==> config.mk <==
export PLATFORM = sky130hd
export DESIGN_NAME = sr_ff_driver_flat
export DESIGN_NICKNAME = d
export VERILOG_FILES = /design/src/rtl/sr_ff_driver_if.sv /design/src/rtl/sr_ff_driver.sv /design/src/flat_wrapper.sv
export SDC_FILE = /design/constraint.sdc
export NUM_CORES = 1
export LEC_CHECK = 0
export CORE_MARGIN = 8
export CORE_UTILIZATION = 35
export CTS_CLUSTER_DIAMETER = 30
export DETAILED_ROUTE_END_ITERATION = 12
export SLEW_MARGIN = 20
export SYNTH_ARGS = -nofsm -noshare
export SYNTH_HDL_FRONTEND = slang
export SYNTH_SLANG_ARGS = --single-unit
==> constraint.sdc <==
create_clock -name CLK -period 1.8 [get_ports CLK]
set_clock_uncertainty 0.15 [all_clocks]
set_input_delay 0.18 -clock CLK [delete_from_list [all_inputs] [get_ports CLK]]
set_output_delay 0.18 -clock CLK [all_outputs]
set_load 0.05 [all_outputs]
==> src/rtl/sr_ff_driver_if.sv <==
// Request handshake between a requester and sr_ff_driver.
//   req_valid : requester has a target value on req_data
//   req_ready : driver is idle and will latch req_data on this edge
//   req_data  : target value for the external SR flip-flop bank
// A transfer happens on a rising edge where req_valid && req_ready.
// While req_valid=1 and req_ready=0, the requester keeps req_data stable.
// req_ready never depends on req_valid.
interface sr_ff_driver_if #(
  parameter int WIDTH = 8
);
  logic             req_valid;
  logic             req_ready;
  logic [WIDTH-1:0] req_data;

  modport master (
    output req_valid,
    output req_data,
    input  req_ready
  );

  modport slave (
    input  req_valid,
    input  req_data,
    output req_ready
  );
endinterface

==> src/rtl/sr_ff_driver.sv <==
// sr_ff_driver: writes a target value into an external bank of SR flip-flops.
// For each bit it drives S or R only where the bank differs from the target.
// It then reads the bank back and re-drives up to MAX_RETRY times.
// It reports done when the bank matches the target, and err when it never does.
//
// Ports
//   CLK, RST   : clock and synchronous active-high reset
//   req        : request handshake (slave side; see sr_ff_driver_if)
//   S, R       : registered set and reset drives to the bank
//   Q_in       : readback of the bank's Q outputs
//   busy       : registered; high whenever the FSM is not IDLE
//   done, err  : registered one-cycle completion pulses
//   retries    : re-drives used by the last completed request, saturating at 3
//   state_dbg  : current FSM state (0 = IDLE, 1 = DRIVE, 2 = CHECK)
//
// Timing for a first-try success with the handshake in cycle 0:
//   cycle 1 = DRIVE (S/R valid), cycle 2 = CHECK, cycle 3 = done and req_ready.
module sr_ff_driver #(
  parameter int WIDTH     = 8,
  parameter int MAX_RETRY = 3
) (
  input  logic             CLK,
  input  logic             RST,
  sr_ff_driver_if.slave    req,
  output logic [WIDTH-1:0] S,
  output logic [WIDTH-1:0] R,
  input  logic [WIDTH-1:0] Q_in,
  output logic             busy,
  output logic             done,
  output logic             err,
  output logic [1:0]       retries,
  output logic [1:0]       state_dbg
);

  typedef enum logic [1:0] {
    ST_IDLE  = 2'd0,
    ST_DRIVE = 2'd1,
    ST_CHECK = 2'd2
  } state_t;

  localparam logic [7:0] CNT_MAX = 8'(MAX_RETRY);

  state_t           state;
  logic [WIDTH-1:0] tgt;
  logic [7:0]       cnt;
  logic [1:0]       cnt_sat;

  assign req.req_ready = (state == ST_IDLE);
  assign state_dbg     = state;

  // retries is only 2 bits wide, so larger counts are clipped to 3.
  assign cnt_sat = (cnt > 8'd3) ? 2'd3 : cnt[1:0];

  always_ff @(posedge CLK) begin
    if (RST) begin
      state   <= ST_IDLE;
      S       <= '0;
      R       <= '0;
      busy    <= 1'b0;
      done    <= 1'b0;
      err     <= 1'b0;
      retries <= 2'd0;
      tgt     <= '0;
      cnt     <= 8'd0;
    end else begin
      done <= 1'b0;
      err  <= 1'b0;
      case (state)
        ST_IDLE: begin
          if (req.req_valid) begin
            tgt   <= req.req_data;
            cnt   <= 8'd0;
            // Excite only the bits that differ from the target, so S and R
            // can never both be high on the same bit.
            S     <= req.req_data & ~Q_in;
            R     <= ~req.req_data & Q_in;
            state <= ST_DRIVE;
            busy  <= 1'b1;
          end
        end
        ST_DRIVE: begin
          S     <= '0;
          R     <= '0;
          state <= ST_CHECK;
        end
        ST_CHECK: begin
          if (Q_in == tgt) begin
            done    <= 1'b1;
            retries <= cnt_sat;
            state   <= ST_IDLE;
            busy    <= 1'b0;
          end else if (cnt < CNT_MAX) begin
            cnt   <= cnt + 8'd1;
            S     <= tgt & ~Q_in;
            R     <= ~tgt & Q_in;
            state <= ST_DRIVE;
          end else begin
            err     <= 1'b1;
            retries <= cnt_sat;
            state   <= ST_IDLE;
            busy    <= 1'b0;
          end
        end
        default: begin
          S     <= '0;
          R     <= '0;
          state <= ST_IDLE;
          busy  <= 1'b0;
        end
      endcase
    end
  end

endmodule

==> src/flat_wrapper.sv <==
// flat-port wrapper written by rule: the top's interface ports become plain ports
module sr_ff_driver_flat 
#(
  parameter int WIDTH     = 8,
  parameter int MAX_RETRY = 3
)
  (CLK, RST, S, R, Q_in, busy, done, err, retries, state_dbg, req_req_valid, req_req_data, req_req_ready);
  sr_ff_driver_if #(.WIDTH(WIDTH)) req_i ();
  input  logic CLK;
  input  logic RST;
  output logic [WIDTH-1:0] S;
  output logic [WIDTH-1:0] R;
  input  logic [WIDTH-1:0] Q_in;
  output logic busy;
  output logic done;
  output logic err;
  output logic [1:0] retries;
  output logic [1:0] state_dbg;
  input wire logic [$bits(req_i.req_valid)-1:0] req_req_valid;
  input wire logic [$bits(req_i.req_data)-1:0] req_req_data;
  output wire logic [$bits(req_i.req_ready)-1:0] req_req_ready;
  assign req_i.req_valid = req_req_valid;
  assign req_i.req_data = req_req_data;
  assign req_req_ready = req_i.req_ready;
  sr_ff_driver #(.WIDTH(WIDTH), .MAX_RETRY(MAX_RETRY)) u_core (.CLK(CLK), .RST(RST), .req(req_i), .S(S), .R(R), .Q_in(Q_in), .busy(busy), .done(done), .err(err), .retries(retries), .state_dbg(state_dbg));
endmodule
==> After elaboration in Yosys (flattened, before gate mapping) <==
Cells that the tools add are included.
{ "word_totals": {"reg_bits": 39, "out_inout_bits": 24, "word_cells": 63} }
{ "op_classes": {"add_sub_neg": 1, "order_cmp": 2, "n_eq_ne": 8, "muxes": 25, "bitwise": 9, "reduce_logical": 9} }
{ "ops": {"columns": ["cell", "n"], "rows": [
  ["$mux W8", 9],
  ["$pmux W8 S2", 3],
  ["$and A8 B8 Y8", 4],
  ["$not A8 Y8", 3],
  ["$mux W2", 5],
  ["$add A8 B1 Y8 const B", 1],
  ["$eq A8 B8 Y1", 1],
  ["$gt A8 B2 Y1 const B", 1],
  ["$lt A8 B2 Y1 const B", 1],
  ["$mux W1", 6],
  ["$pmux W2 S3", 1],
  ["$reduce_and A3 Y1", 2],
  ["$ne A2 B1 Y1 const B", 2],
  ["$ne A2 B2 Y1 const B", 2],
  ["$reduce_and A2 Y1", 2],
  ["$reduce_and A4 Y1", 1],
  ["$ne A3 B2 Y1 const B", 1],
  ["$pmux W1 S3", 1],
  ["$reduce_or A3 Y1", 1],
  ["$eq A2 B1 Y1 const B", 1],
  ["$eq A2 B2 Y1 const B", 1],
  ["$logic_not A2 Y1", 1],
  ["$not A1 Y1", 2],
  ["$reduce_bool A2 Y1", 1],
  ["$reduce_or A2 Y1", 1]
]} }

==> Depth between registers and ports, before layout <==
Gate-level depths: netlist of run 1.
{ "logic_depth": {"depth_word": 5, "depth_mapped": 6} }

==> Worst setup path before layout of run 1 <==
No wires, ideal clock.
{ "synth_timing": {"path_type": "register -> register", "from": "register u_core.state[1], in the netlist u_core.state_dbg[1]", "to": "register u_core.cnt[0]", "setup_ns": 0.116, "arrival_time_ns": 2.128, "t_required_ns": 1.534, "slack_ns": -0.594, "path_stages_with_launch": 6, "cell_sequence": "dfxtp_1 nor2_1 and2_1 clkbuf_1 a2111oi_0 a41o_1"} }
{ "synth_between": {"elab_chain_cells": 3, "word_cells_on_any_way": 8} }
{ "synth_lines": {"columns": ["element", "line", "source"], "rows": [
  ["start: declaration", "sr_ff_driver.sv:43", "state_t state;"],
  ["start signal: assignment", "sr_ff_driver.sv:56", "state <= ST_IDLE;"],
  ["start signal: assignment", "sr_ff_driver.sv:77", "state <= ST_DRIVE;"],
  ["start signal: assignment", "sr_ff_driver.sv:84", "state <= ST_CHECK;"],
  ["$logic_not A2 Y1 (*)", null, null],
  ["via req_req_ready", "flat_wrapper.sv:21", "output wire logic [$bits(req_i.req_ready)-1:0] req_req_ready;"],
  ["$ne A2 B2 Y1 (no source line) / $reduce_bool A2 Y1 (equally long branches)", null, null],
  ["$reduce_and A4 Y1 (no source line)", null, null],
  ["end signal: assignment", "sr_ff_driver.sv:93", "cnt <= cnt + 8'd1;"],
  ["end: declaration", "sr_ff_driver.sv:45", "logic [7:0] cnt;"]
]} }
The timed path passes the listed nets; every way through them passes the cells marked *.
A chain may end at the register's enable or synchronous reset.

==> Worst setup path in the final report of run 1 <==
{ "layout_timing": {"from": "register u_core.tgt[5]", "to": "register u_core.R[4]"} }
{ "layout_between": {"elab_chain_cells": 3} }
{ "layout_lines": {"columns": ["element", "line", "source"], "rows": [
  ["start: declaration", "sr_ff_driver.sv:44", "logic [WIDTH-1:0] tgt;"],
  ["start signal: assignment", "sr_ff_driver.sv:71", "tgt <= req.req_data;"],
  ["$eq A8 B8 Y1", "sr_ff_driver.sv:87", "if (Q_in == tgt) begin"],
  ["$ne A2 B2 Y1 (no source line)", null, null],
  ["$reduce_and A3 Y1 (no source line)", null, null],
  ["end signal: assignment", "sr_ff_driver.sv:76", "R <= ~req.req_data & Q_in;"],
  ["end signal: assignment", "sr_ff_driver.sv:95", "R <= ~tgt & Q_in;"],
  ["end: declaration", "sr_ff_driver.sv:26", "output logic [WIDTH-1:0] R,"]
]} }
No other way between the ends.

==> flow_metrics.tcl, run 1 <==
set metrics [dict create \
    grt_usage_pct 13.1 \
    diodes 0 \
    drv_slew 0 \
    maxSlewHeadroom_pct 67.2 \
    synth_top_family_by_area "simple AND/OR/NAND/NOR gates" \
    fin_area_mm2 0.00253 \
    synth_fa_ha_area_share_pct 0.767 \
    drcViolationCount 0 \
    clkTransAtPathRegs_ns 0.08 \
    htreeDepth 2 \
    outcome "finished, violations left" \
    grt_pass1_vias 1637 \
    hold_viol_final 0 \
    switching_share_pct 31.0 \
    muxShareOfSynthArea_pct 4.91 \
    drv_cap 0 \
    power_density_mw_per_mm2 785 \
    synthCells 164 \
    path_class "reg2reg" \
    worstSkewPairLatency_ns 0.29 \
    cts_buffer_depth 2 \
    synth_ff_type "dfxtp_1" \
    hp-class "in2reg" \
    synth-simple-area-share_pct 20.0 \
    period_needed_ns 1.92 \
    ys_types 33 \
    cts_root_buffer "clkbuf_8" \
    synth_top_area_share_pct 47.9 \
    combPwrFrac_pct 22.5 \
    num_io_pins 43 \
    cp_slowest_cell "nor4_4" \
    rsz0062_at_grt "yes" \
    seq_power_share_pct 47.3 \
    area_growth_syn_to_layout_pct 54.9 \
    tritoncts "done" \
    fin_cells 292 \
    yosys_register_bits 39 \
    avgViaCountPerCell 4.90 \
    dr.pass1.iters 4 \
    endpoint_kind "flop" \
    crit_fanout 6 \
    synth_edf_count 0 \
    ctsHoldBuffers 0 \
    first_iter_violations 66 \
    layout-drive-gt1-share_pct 41.2 \
    synthTopCellsByArea "dfxtp_1 48%, o2bb2ai_1 7.5%, nand2_1 6.2%" \
    avgSynthCellArea_um2 9.94 \
    switchingPower_mw 0.615 \
    setup_tns_ns -1.92 \
    timing.hold.ws_ns 0.184 \
    synthXorXnorAreaFrac_pct 4.30 \
    port_buffers 42 \
    worst-endpoint-arrival_ns 2.00 \
    placed_cell_area_mm2 0.00230 \
    worstMarginPinSlew_ns 0.492 \
    numCtsBuffers 5 \
    fmax_mhz 522 \
    wl_per_cell_um 15.1 \
    power_mw 1.98 \
    intPower_mw 1.37 \
    start_util_pct 35.5 \
    die_h_um 84.3 \
    ant_nets 0 \
    min_period_over_period_pct 107 \
    die-width_um 84.3 \
    worst_path_largest_cell_delay_ns 0.37 \
    path_cells "xor2_2 -> nor4_4 -> a21oi_4 -> a2111oi_4 -> buf_4 -> o2bb2ai_1" \
    place_inst 283 \
    final_nets 257 \
    gp_congestion 0.764 \
    peakVddDrop_uv 407 \
    required_ns 1.88 \
    pre_cts_ws_ns -0.506 \
    worstSetupStartpointType "flop" \
    path_delay_family "compound AO/OA/AOI/OAI gates" \
    yosys.area.top_type "dfxtp_1" \
    synth_nets 184 \
    crit_buf_inv 1 \
    synth_compound_area_share_pct 19.2 \
    ys_warn_count 0 \
    p_clk_share_pct 30.2 \
    grt_max_degree 15 \
    setup_ws_ns -0.117 \
    grt_pass1_wl_mm 7.67 \
    async_reset_ff_share_pct 0 \
    setup_viol 23 \
    grt_antenna_before_repair 0 \
    p_leak_nw 1.11 \
    num_vias 1430 \
    postLayoutCoreUtil_pct 54.9 \
    seq_area_frac_synth_pct 47.9 \
    grt-ovfl-total 0 \
    coreArea_mm2 0.00460 \
    die_area_mm2 0.00710 \
    wl_mm 4.42 \
    syn_area_mm2 0.00163 \
    cts.sinks 39 \
    num_rows 25 \
    place_hpwl_mm 3.45 \
    violations "negative setup slack" \
]
==> final cells by class <==
| cell class | count | area (µm²) |
|---|---|---|
| fill | 414 | 2070 |
| sequential | 39 | 790 |
| clock buffer | 5 | 68.8 |
| inverter | 3 | 11.3 |
| clock inverter | 3 | 23.8 |
| tap | 54 | 67.6 |
| timing repair buffer | 73 | 629 |
| multi-input combinational | 115 | 936 |
==> worst min-delay path, cell delays in order <==
cell	delay, ns
dlygate4sd2_1	0.27
nand2_1	0.08
o2bb2ai_2	0.05
==> what timing repair did <==
item / in CTS / in global routing
pin swaps: 10 / 1
cloned: 0 / 0
hold endpoints to repair: 0 / 0
endpoints found under the setup margin: 26 / 26
resized for setup: 26 / 2
setup buffers: 2 / 0
==> per-layer routing <==
layer / vias to the layer above / global-route usage, % / wire [µm]
met3: 6 / 3.78 / 158
met1: 679 / 13.9 / 1830
met4: 0 / 4.08 / 66
met2: 29 / 24.2 / 2360
li1: 716 / - / -
met5: - / 0 / 0
==> placed cells by master (no fill, tap or decap), drive strengths merged, types with 8 or more instances in the layout <==
master / n
xor2: 8
buf: 55
a21oi: 14
o2bb2ai: 16
mux2i: 8
nand2: 27
clkdlybuf4s50: 15
dfxtp: 39
or2: 8
==> cells in the mapped netlist (3+ instances only) <==
library cell	number
a21oi_1	12
and2_1	5
and3_1	3
clkbuf_1	4
dfxtp_1	39
inv_1	3
mux2i_1	8
nand2_1	27
nor2_1	4
nor4_1	3
o2bb2ai_1	14
or2_2	8
xor2_1	8
==> final timing paths <==
kind | start | endpoint | slack [ns] | cells after the start
setup reg to reg | u_core.tgt[5]$_SDFFE_PP0P_ | u_core.R[4]$_SDFFE_PP0P_ | -0.12 | 6
hold / removal | Q_in[5] | u_core.R[5]$_SDFFE_PP0P_ | 0.18 | 3
hold reg to reg | u_core.S[2]$_SDFFE_PP0P_ | u_core.S[2]$_SDFFE_PP0P_ | 0.32 | 1
setup / recovery | u_core.tgt[5]$_SDFFE_PP0P_ | u_core.R[4]$_SDFFE_PP0P_ | -0.12 | 6
==> state kept, by name, indices dropped and copies added (netlist names) <==
signal	flops
u_core.R	8
u_core.S	8
u_core.cnt	8
u_core.tgt	8
u_core.retries	2
u_core.state_dbg	2
u_core.busy	1
u_core.done	1
u_core.err	1
==> cells by family after synthesis <==
group                    count (synthesis)
AND/OR/NAND/NOR                         60
flip-flops                              39
AO/OA/AOI/OAI                           38
buffers and inverters                   10
XOR/XNOR                                 8
multiplexers                             8
adder cells (fa/ha/maj)                  1
==> power by group through the flow <==
stage / logic [mW] / registers, mW / clock network, mW
floorplan: 0.162 / 1.04 / 0
global placement: 0.421 / 0.953 / 0
detailed placement: 0.430 / 0.954 / 0
CTS: 0.450 / 0.937 / 0.623
global route: 0.479 / 0.942 / 0.649
finish: 0.447 / 0.937 / 0.599
Note: power is estimated with default switching activity, not from simulation.
==> run 2: changes to the inputs <==
--- a/config.mk
+++ b/config.mk
@@ -9,6 +9,7 @@
 export CORE_UTILIZATION = 35
 export CTS_CLUSTER_DIAMETER = 30
 export DETAILED_ROUTE_END_ITERATION = 12
+export MAX_ROUTING_LAYER = met4
 export SLEW_MARGIN = 20
 export SYNTH_ARGS = -nofsm -noshare
 export SYNTH_HDL_FRONTEND = slang
==> run 2 against run 1 <==
Effect of this change:
- the flow still finishes with violations (negative setup slack)
- setup slack worse by 0.00072 ns
- sequential share of layout area stayed put
- final cell count stayed put
- sequential power hardly changed
- register-to-register slack hardly changed
- die area stayed put
- non-clock buffer count stayed put
- worst hold slack hardly changed
- first-iteration DRC count stayed put
- largest power group unchanged
==> flow_metrics.tcl, run 2 (same netlist as run 1, synthesis figures left out) <==
set metrics [dict create \
    switchingPower_mw 0.615 \
    gp_congestion 0.774 \
    fin_area_mm2 0.00253 \
    worst_path_largest_cell_delay_ns 0.37 \
    wl_mm 4.43 \
    crit_fanout 6 \
    htreeDepth 2 \
    worstSkewPairLatency_ns 0.29 \
    avgViaCountPerCell 4.90 \
    power_density_mw_per_mm2 785 \
    ant_nets 0 \
    diodes 0 \
    numCtsBuffers 5 \
    hold_path_depth 3 \
    coreArea_mm2 0.00460 \
    dr.pass1.iters 4 \
    fin_cells 292 \
    switching_share_pct 31.0 \
    outcome "finished, violations left" \
    seq_power_share_pct 47.3 \
    drcViolationCount 0 \
    cts.sinks 39 \
    worstMarginPinSlew_ns 0.492 \
    grt-ovfl-total 0 \
    fmax_mhz 521 \
    first_iter_violations 66 \
    crit_buf_inv 1 \
    hp-start "Q_in[5]" \
    grt_antenna_before_repair 0 \
    r2r_start "u_core.tgt[5]$_SDFFE_PP0P_" \
    tritoncts "done" \
    drv_cap 0 \
    die_h_um 84.3 \
    layout-drive-gt1-share_pct 41.2 \
    die_area_mm2 0.00710 \
    min_period_over_period_pct 107 \
    maxSlewHeadroom_pct 67.2 \
    num_rows 25 \
    grt_usage_pct 13.5 \
    grt_pass1_wl_mm 7.67 \
    drv_slew 0 \
    postLayoutCoreUtil_pct 54.9 \
    cts_root_buffer "clkbuf_8" \
    intPower_mw 1.37 \
    clkTransAtPathRegs_ns 0.08 \
    cts_buffer_depth 2 \
    worstSetupStartpointType "flop" \
    placed_cell_area_mm2 0.00230 \
    num_vias 1430 \
    violations "negative setup slack" \
    endpoint "u_core.R[4]$_SDFFE_PP0P_" \
    path_class "reg2reg" \
    endpoint_kind "flop" \
    p_clk_share_pct 30.2 \
    period_needed_ns 1.92 \
    start_util_pct 35.5 \
    path_cells "xor2_2 -> nor4_4 -> a21oi_4 -> a2111oi_4 -> buf_4 -> o2bb2ai_1" \
    worst-endpoint-arrival_ns 2.00 \
    area_growth_syn_to_layout_pct 54.9 \
    layout_commonest_cell "buf_4" \
    wl_per_cell_um 15.2 \
    p_leak_nw 1.11 \
    fillers 414 \
    hold_viol_final 0 \
    port_buffers 42 \
    place_inst 283 \
    peakVddDrop_uv 406 \
    power_mw 1.98 \
    path_delay_family "compound AO/OA/AOI/OAI gates" \
    r2r_end "u_core.R[4]$_SDFFE_PP0P_" \
    cp.depth 6 \
    num_io_pins 43 \
    setup_ws_ns -0.118 \
    combPwrFrac_pct 22.5 \
    place_hpwl_mm 3.45 \
    rsz0062_at_grt "yes" \
    cp_slowest_cell "nor4_4" \
    ctsHoldBuffers 0 \
    startpoint "u_core.tgt[5]$_SDFFE_PP0P_" \
    mostFrequentLayoutCells "49 x buf_4, 32 x dfxtp_1, 27 x nand2_1, 15 x clkdlybuf4s50_1" \
    grt_max_degree 15 \
    final_nets 257 \
    rr_worst_depth 6 \
    r2r_slack_ns -0.12 \
    required_ns 1.88 \
    die-width_um 84.3 \
    hp-class "in2reg" \
    grt_pass1_vias 1639 \
    setup_viol 23 \
]
==> run 2: cell counts in the layout (fill, tap and decap cells not counted) <==
Identical to the previous run, type by type.
==> run 2: timing repair <==
action | 4_1_cts | 5_1_grt
gates resized for setup | 26 | 2
gates cloned | 0 | 0
endpoints found under the setup margin | 26 | 26
setup buffers | 2 | 0
pin swaps | 10 | 1
==> run 2: area by class of cell <==
cell class | instances | area, µm² | area share [%]
flip-flops and latches | 39 | 790 | 31.3
multi-input cells | 115 | 936 | 37.0
well taps | 54 | 67.6 | 2.67
clock inverters | 3 | 23.8 | 0.941
repair buffers | 73 | 629 | 24.9
inverters | 3 | 11.3 | 0.446
clock buffers | 5 | 68.8 | 2.72
==> run 2: per-layer routing <==
layer  GRT usage [%]  vias up  part of all wire (%)
li1                -      716                     -
met1            14.0      679                    42
met2            24.2       29                    53
met3            3.48        6                   3.0
met4            4.08        0                   1.5
met5               -        -                     0
==> run 2: worst min-delay path by stage <==
stage | endpoint | slack [ns]
floorplan | u_core.tgt[2]$_SDFFE_PP0P_ | 0.16
global placement | u_core.cnt[2]$_SDFFE_PP0P_ | 0.29
detailed placement | u_core.S[2]$_SDFFE_PP0P_ | 0.30
CTS | u_core.R[1]$_SDFFE_PP0P_ | 0.17
global route | u_core.R[5]$_SDFFE_PP0P_ | 0.20
finish | u_core.R[5]$_SDFFE_PP0P_ | 0.18
==> run 2: power groups by stage <==
stage               Clock, mW  Sequential, mW  Combinational [mW]
floorplan                   0            1.04               0.162
finish                  0.598           0.937               0.447
global placement            0           0.953               0.421
detailed placement          0           0.954               0.430
global route            0.649           0.942               0.479
CTS                     0.623           0.937               0.450
==> run 2: stage by stage <==
step           setup TNS (ns)  hold WS [ns]  setup WS, ns
2_1_floorplan           -1.57         0.158        -0.153
3_3_place_gp           -10.03         0.294        -0.421
3_5_place_dp           -11.47         0.298        -0.506
4_1_cts                 -2.26         0.173        -0.141
5_1_grt                 -4.25         0.201        -0.227
6_report                -1.93         0.184        -0.118
==> run 2: worst reg2reg max path, delay by kind of cell (launching register included) <==
kind                   cells  cell delay (ns)
buffers and inverters      1             0.22
XOR/XNOR                   1             0.19
flip-flops                 1             0.35
AO/OA/AOI/OAI              3             0.58
AND/OR/NAND/NOR            1             0.37
==> run 3: changes to the inputs <==
--- a/config.mk
+++ b/config.mk
@@ -5,6 +5,7 @@
 export SDC_FILE = /design/constraint.sdc
 export NUM_CORES = 1
 export LEC_CHECK = 0
+export CAP_MARGIN = 20
 export CORE_MARGIN = 8
 export CORE_UTILIZATION = 35
 export CTS_CLUSTER_DIAMETER = 30
==> results of run 3 <==
No change in the layout: final DEF, timing and power equal those of run 2.
